===== config.mk =====
export PLATFORM = sky130hd
export DESIGN_NAME = fetch_controller
export DESIGN_NICKNAME = d
export VERILOG_FILES = /design/src/rtl/fetch_pkg.sv /design/src/rtl/fetch_controller.sv
export SDC_FILE = /design/constraint.sdc
export NUM_CORES = 1
export LEC_CHECK = 0
export ABC_AREA = 1
export BUFFER_PORTS_ARGS = -buffer_cell sky130_fd_sc_hd__buf_4
export CAP_MARGIN = 5
export CORE_MARGIN = 3
export CORE_UTILIZATION = 30
export DETAILED_ROUTE_END_ITERATION = 8
export PLACE_DENSITY = 0.63
export SLEW_MARGIN = 40
export SYNTH_ARGS = -nofsm -noshare
export SYNTH_HDL_FRONTEND = slang
export SYNTH_SLANG_ARGS = --single-unit

===== constraint.sdc =====
create_clock -name clk -period 2.92 [get_ports clk]
set_clock_uncertainty 0.1 [all_clocks]
set_input_delay 0.876 -clock clk [delete_from_list [all_inputs] [get_ports clk]]
set_output_delay 0.876 -clock clk [all_outputs]
set_load 0.01 [all_outputs]

===== src/rtl/fetch_pkg.sv =====
// Shared types and constants for the instruction fetch path.
package fetch_pkg;

  localparam int PC_WIDTH    = 64;
  localparam int INSTR_BYTES = 4;

  typedef enum logic [1:0] {
    IDLE,
    RUN,
    DONE,
    FAULT
  } state_t;

endpackage


===== src/rtl/fetch_controller.sv =====
// Fetch sequencer for the 64-byte synchronous instruction memory: owns the fetch
// pointer, tracks the one-cycle read latency and presents instructions with PC/valid.
module fetch_controller
  import fetch_pkg::*;
#(
  parameter logic [PC_WIDTH-1:0] RESET_PC = '0,
  parameter logic [PC_WIDTH-1:0] LAST_PC  = 64'd44
) (
  input  logic                clk,
  input  logic                rst_n,
  input  logic                start,
  input  logic                stall,
  input  logic                redirect_valid,
  input  logic [PC_WIDTH-1:0] redirect_pc,
  input  logic                halt_req,
  input  logic [31:0]         imem_instruction,
  output logic [PC_WIDTH-1:0] pc,
  output logic                instr_valid,
  output logic [31:0]         instruction,
  output logic [PC_WIDTH-1:0] instr_pc,
  output logic [15:0]         instr_count,
  output logic                busy,
  output logic                done,
  output logic                fault
);

  state_t              state;
  logic [PC_WIDTH-1:0] fpc;
  logic [PC_WIDTH-1:0] pc_q;
  logic                vld;

  logic hold;
  logic consume;
  logic redirect_bad;

  assign hold         = vld & stall;
  assign consume      = vld & ~stall;
  assign redirect_bad = (redirect_pc[1:0] != 2'b00) || (redirect_pc > LAST_PC);

  // Re-presenting the held address keeps the memory output stable while stalled.
  assign pc          = hold ? pc_q : fpc;
  assign instruction = imem_instruction;
  assign instr_pc    = pc_q;
  assign instr_valid = vld;
  assign busy        = (state == RUN);
  assign done        = (state == DONE);
  assign fault       = (state == FAULT);

  // NOTE: all state here is updated with non-blocking assignments so every
  // register samples the pre-edge values regardless of statement order.
  always_ff @(posedge clk or negedge rst_n) begin
    if (!rst_n) begin
      state       <= IDLE;
      fpc         <= RESET_PC;
      pc_q        <= '0;
      vld         <= 1'b0;
      instr_count <= '0;
    end else begin
      case (state)
        IDLE, DONE: begin
          if (start) begin
            state       <= RUN;
            fpc         <= RESET_PC;
            vld         <= 1'b0;
            instr_count <= '0;
          end
        end

        RUN: begin
          if (halt_req) begin
            state <= DONE;
            vld   <= 1'b0;
          end else if (redirect_valid) begin
            vld <= 1'b0;
            if (consume) instr_count <= instr_count + 16'd1;
            if (redirect_bad) state <= FAULT;
            else              fpc   <= redirect_pc;
          end else if (hold) begin
            // Consumer not ready: everything stays put.
          end else if (fpc <= LAST_PC) begin
            pc_q <= fpc;
            vld  <= 1'b1;
            fpc  <= fpc + PC_WIDTH'(INSTR_BYTES);
            if (consume) instr_count <= instr_count + 16'd1;
          end else begin
            // Past the last word and not holding: any presented word is consumed now.
            vld   <= 1'b0;
            state <= DONE;
            if (consume) instr_count <= instr_count + 16'd1;
          end
        end

        FAULT: vld <= 1'b0;

        default: state <= IDLE;
      endcase
    end
  end

endmodule


### Word level (Yosys, flattened, before mapping)

Index checks and enable logic that the tools add are counted.

| cells by class | value |
|---|---|
| reduce and logical (&&, ||, !) cells | 10 |
| add/subtract/negate cells | 2 |
| mux-type cells | 27 |
| equal/unequal tests | 11 |
| order comparisons | 2 |
| bitwise operators | 6 |

Operators by type and width:

| cell | count |
|---|---|
| $mux W64 | 7 |
| $pmux W64 S2 | 1 |
| $mux W16 | 5 |
| $add A64 B3 Y64 const B | 1 |
| $gt A64 B6 Y1 const B | 1 |
| $le A64 B6 Y1 const B | 1 |
| $pmux W16 S2 | 1 |
| $add A16 B1 Y16 const B | 1 |
| $mux W2 | 6 |
| $reduce_and A5 Y1 | 2 |
| $ne A4 B4 Y1 const B | 2 |
| $ne A3 B3 Y1 const B | 2 |
| $reduce_and A6 Y1 | 1 |
| $mux W1 | 5 |
| $eq A2 B2 Y1 const B | 2 |
| $ne A2 B2 Y1 const B | 2 |
| $ne A4 B3 Y1 const B | 1 |
| $not A1 Y1 | 4 |
| $pmux W2 S2 | 1 |
| $reduce_and A4 Y1 | 1 |
| $reduce_bool A2 Y1 | 2 |
| $ne A3 B2 Y1 const B | 1 |
| $pmux W1 S3 | 1 |
| $and A1 B1 Y1 | 2 |
| other kinds (5) | 5 |

| storage, ports and cells | value |
|---|---|
| bits of input ports | 102 |
| output and inout port bits | 180 |
| logic and storage cells | 63 |
| register bits after elaboration | 147 |

### Depth between registers and ports, before layout

| depth | value |
|---|---|
| depth in word-level cells | 7 |
| depth in mapped cells | 13 |
| mapped depth without buffers | 11 |

### Worst setup path before layout

No wires, ideal clock.

| timing path | value |
|---|---|
| kind | input port to output port |
| from | in stall |
| to | out pc[53] |
| arrival | 1838 ps |
| data required time | 1944 ps |
| stages on the path | 6 |
| buffers on the path | 2 |
| path slack | 106 ps |
| path through | nand2_1 > inv_2 > clkbuf_1 > clkbuf_1 > nand2_1 > nand2_1 |

| on the way | value |
|---|---|
| longest elaborated chain between the ends | 2 |

RTL lines:

| element | line | source |
|---|---|---|
| start: declaration | fetch_controller.sv:12 | `input logic stall,` |
| $and A1 B1 Y1 | fetch_controller.sv:36 | `assign hold = vld & stall;` |
| $mux W64 | fetch_controller.sv:41 | `assign pc = hold ? pc_q : fpc;` |
| end: declaration | fetch_controller.sv:17 | `output logic [PC_WIDTH-1:0] pc,` |

Every way passes these cells.

### Worst setup path after layout

| timing path | value |
|---|---|
| from | in stall |
| to | out pc[12] |

The elaborated chain is that of the path after synthesis.

==> run_results.csv <==
group,metric,value,unit
status,run_status,"complete, no violations",
finish,post-route-util,0.4168,
clock_tree,postCtsSetupBuffers,0,
finish,layout.nets,1245,
synth,yosys-top-cells-area,"dfrtp_1, nand2_1, inv_1",
synth,synthArstFlopShare,1.000,
floorplan,die_h,160.4,um
clock_tree,clock_sinks,147,
timing,relSlewSlack,0.5690,
timing,min_period,2.711,ns
synth,ys_ff_latch,147,
synth,syn_avg_cell_area,7.535,sq um
worst_setup_path,cp_data_required_time,1.94,ns
synth,ys_seq_area_frac,0.5144,
grt,grt_start_max_net_pins,66,
synth,syn-instance-count,949,
clock_tree,cts_tree,"built",
drt,final_antenna_net_count,0,
clock_tree,postCtsResizedCells,0,
power_and_ir_drop,powerDensity,591.9,mW/mm^2
drt,drc,0,
power_and_ir_drop,irDropWorstVdd,420.5,uV
timing,fmax,368.9,MHz
grt,busiest_layer,"met2",
finish,area_growth_syn_to_layout,34.37,%
worst_setup_path,crit_top_cell,"buf_4",
timing,fin_tns_setup,0,ns
grt,grt_use_met1,0.1995,
timing,fin_ws,0.2093,ns
grt,grt_overflow_total,0,
power_and_ir_drop,total_power,5.687,mW
worst_setup_path,slowest_delay,0.20,ns
synth,synth_nets,1053,
grt,grt_pass1_vias,6250,
synth,synthFlopType,"dfrtp_1",
place,place_hpwl,14.17,mm
timing,rsz0062_at_grt,"false",
timing,final_hold_viol_count,0,
drt,firstDrtPassIters,4,
grt,grt_pass1_wl,31.53,mm
floorplan,core,0.02305,sq mm
drt,vias,6154,
clock_tree,clk_latency,0.42,ns
place,port_buffers,217,
synth,synth-edff-count,0,
worst_setup_path,end_kind,"primary output",
floorplan,dieArea,0.02572,sq mm
job,cap_violations,0,
synth,yosysMostFrequentCell,"nand2_1",
worst_setup_path,path_cells,"buf_4 -> nand2_2 -> inv_2 -> buf_12 -> o21ai_0 -> buf_4",
place,gp_congestion,0.8303,
timing,drv_slew,0,
drt,vias_per_cell,4.195,
clock_tree,path_clk_slew,0.07,ns
grt,antenna_found_initial,0,
floorplan,rows,55,
drt,drt-initial-drc-count,326,
drt,routed_wl,19.13,mm
worst_setup_path,path_class,"primary input to primary output",
grt,grt_use_total,0.1519,
worst_setup_path,startpoint_type,"primary input",
clock_tree,htreeDepth,4,
clock_tree,cts_buffer_depth,2,
synth,yosysWarnings,0,
place,dp_slack,0.2199,ns
synth,syn_area,0.007151,sq mm
synth,yosysTopAreaCell,"dfrtp_1",
grt,grt_util_met2,0.2497,
drt,wl_per_cell,13.04,um
timing,max_slew.worst_pin.slew,0.6465,ns
finish,diodes,0,
worst_setup_path,cp_max_fo,42,
synth,synth.distinct_cells,31,
worst_setup_path,crit_slowest_cell,"o21ai_0",
hold_path,min_path_type,"primary input to asynchronous set/reset pin",
clock_tree,clockRootBuffer,"clkbuf_16",
power_and_ir_drop,p_leak,5.894,nW
timing,setup_viol,0,
clock_tree,cts_buffers,17,
floorplan,die_x,160.4,um
grt,use_met3,0.04307,
worst_setup_path,cp.arrival,1.73,ns
synth,synth_top_area_share,0.5144,
finish,final_layout_size_suffix_gt1_frac,0.2643,
synth,synth_commonest_cells,"nand2_1, dfrtp_1, inv_1",
floorplan,initial_utilization,0.3102,
floorplan,io_pins,282,
timing,period_share,0.9283,
clock_tree,hold_buffers,0,
critical path, delay by kind of cell:
| kind | cells | cell delay [ns] |
|---|---|---|
| compound gates | 1 | 0.20 |
| buf+inv | 4 | 0.54 |
| simple gates | 1 | 0.10 |
per-layer routing:
layer  vias up  share of wire  wire [um]
met5         -              0          0
met4         0         0.0052         99
met3        12          0.054       1035
met2       143           0.47       9058
met1      2834           0.47       8939
li1       3165              -          -
flip-flops by register name, indices dropped and copies added, names as in the netlist:
register	cells
fpc	64
instr_pc	64
instr_count	16
state	2
instr_valid	1
final timing paths:
| path | slack [ns] | endpoint | cells past startpoint | from |
|---|---|---|---|---|
| hold reg to reg | 0.37 | fpc[13] | 2 | fpc[13] |
| setup / recovery | 0.21 | pc[12] | 6 | stall |
| max in group asynchronous | 1.75 | instr_pc[46] | 2 | rst_n |
| setup reg to reg | 0.70 | fpc[33] | 12 | fpc[2] |
| hold / removal | 0.36 | fpc[35] | 1 | rst_n |
| min in group clk | 0.37 | fpc[13] | 2 | fpc[13] |
cell usage in the layout, fill, tap and decap left out:
master,n
buf_4,226
clkbuf_16,17
o21ai_1,6
inv_8,6
or2_0,1
clkbuf_1,1
nor2_8,1
nand3_4,1
clkinvlp_4,1
or2_2,1
and2_1,1
nor3_1,9
nand2_4,1
inv_2,14
o31ai_1,3
nor2_4,2
nand2_2,13
nand4_1,12
xor2_1,7
nor2_1,97
nand2_1,365
a22o_1,1
a21oi_1,6
inv_1,141
o21ai_0,30
nand3b_4,1
ha_1,2
nor3b_1,1
nand3_1,17
dfrtp_1,147
inv_6,5
clkinv_4,2
buf_12,8
nor2_2,3
buf_6,1
nand3_2,2
xnor2_1,2
per-stage QoR:
step	hold slack, ns	cells	cell area (sq um)
global route	0.3812	1467	9608
floorplan	0.3361	949	7151
finish	0.3642	1467	9608
global placement	0.3479	1435	9042
CTS	0.3699	1467	9608
detailed placement	0.3525	1435	9042
area by class of cell:
class,count,area [sq um]
clock inverter,14,136.4
timing repair buffer,235,1868
clock buffer,18,429.2
fill,2353,13450
inverter,155,581.8
sequential,147,3679
tap,313,391.6
multi-input combinational,585,2522
where the power goes:
part	switching (mW)	internal, mW
Clock	0.954	1.14
Combinational	0.901	0.496
Sequential	0.0894	2.11
kinds of logic (layout without fill, tap and decap cells):
logic type,count (synthesis),after routing,share of synthesized area
buf+inv,217,422,0.1349
flops,147,147,0.5144
fa+ha+maj,2,2,0.003499
compound gates,46,46,0.03377
simple gates,528,528,0.3024
xor+xnor,9,9,0.01102
(Power assumes the default switching activity.)
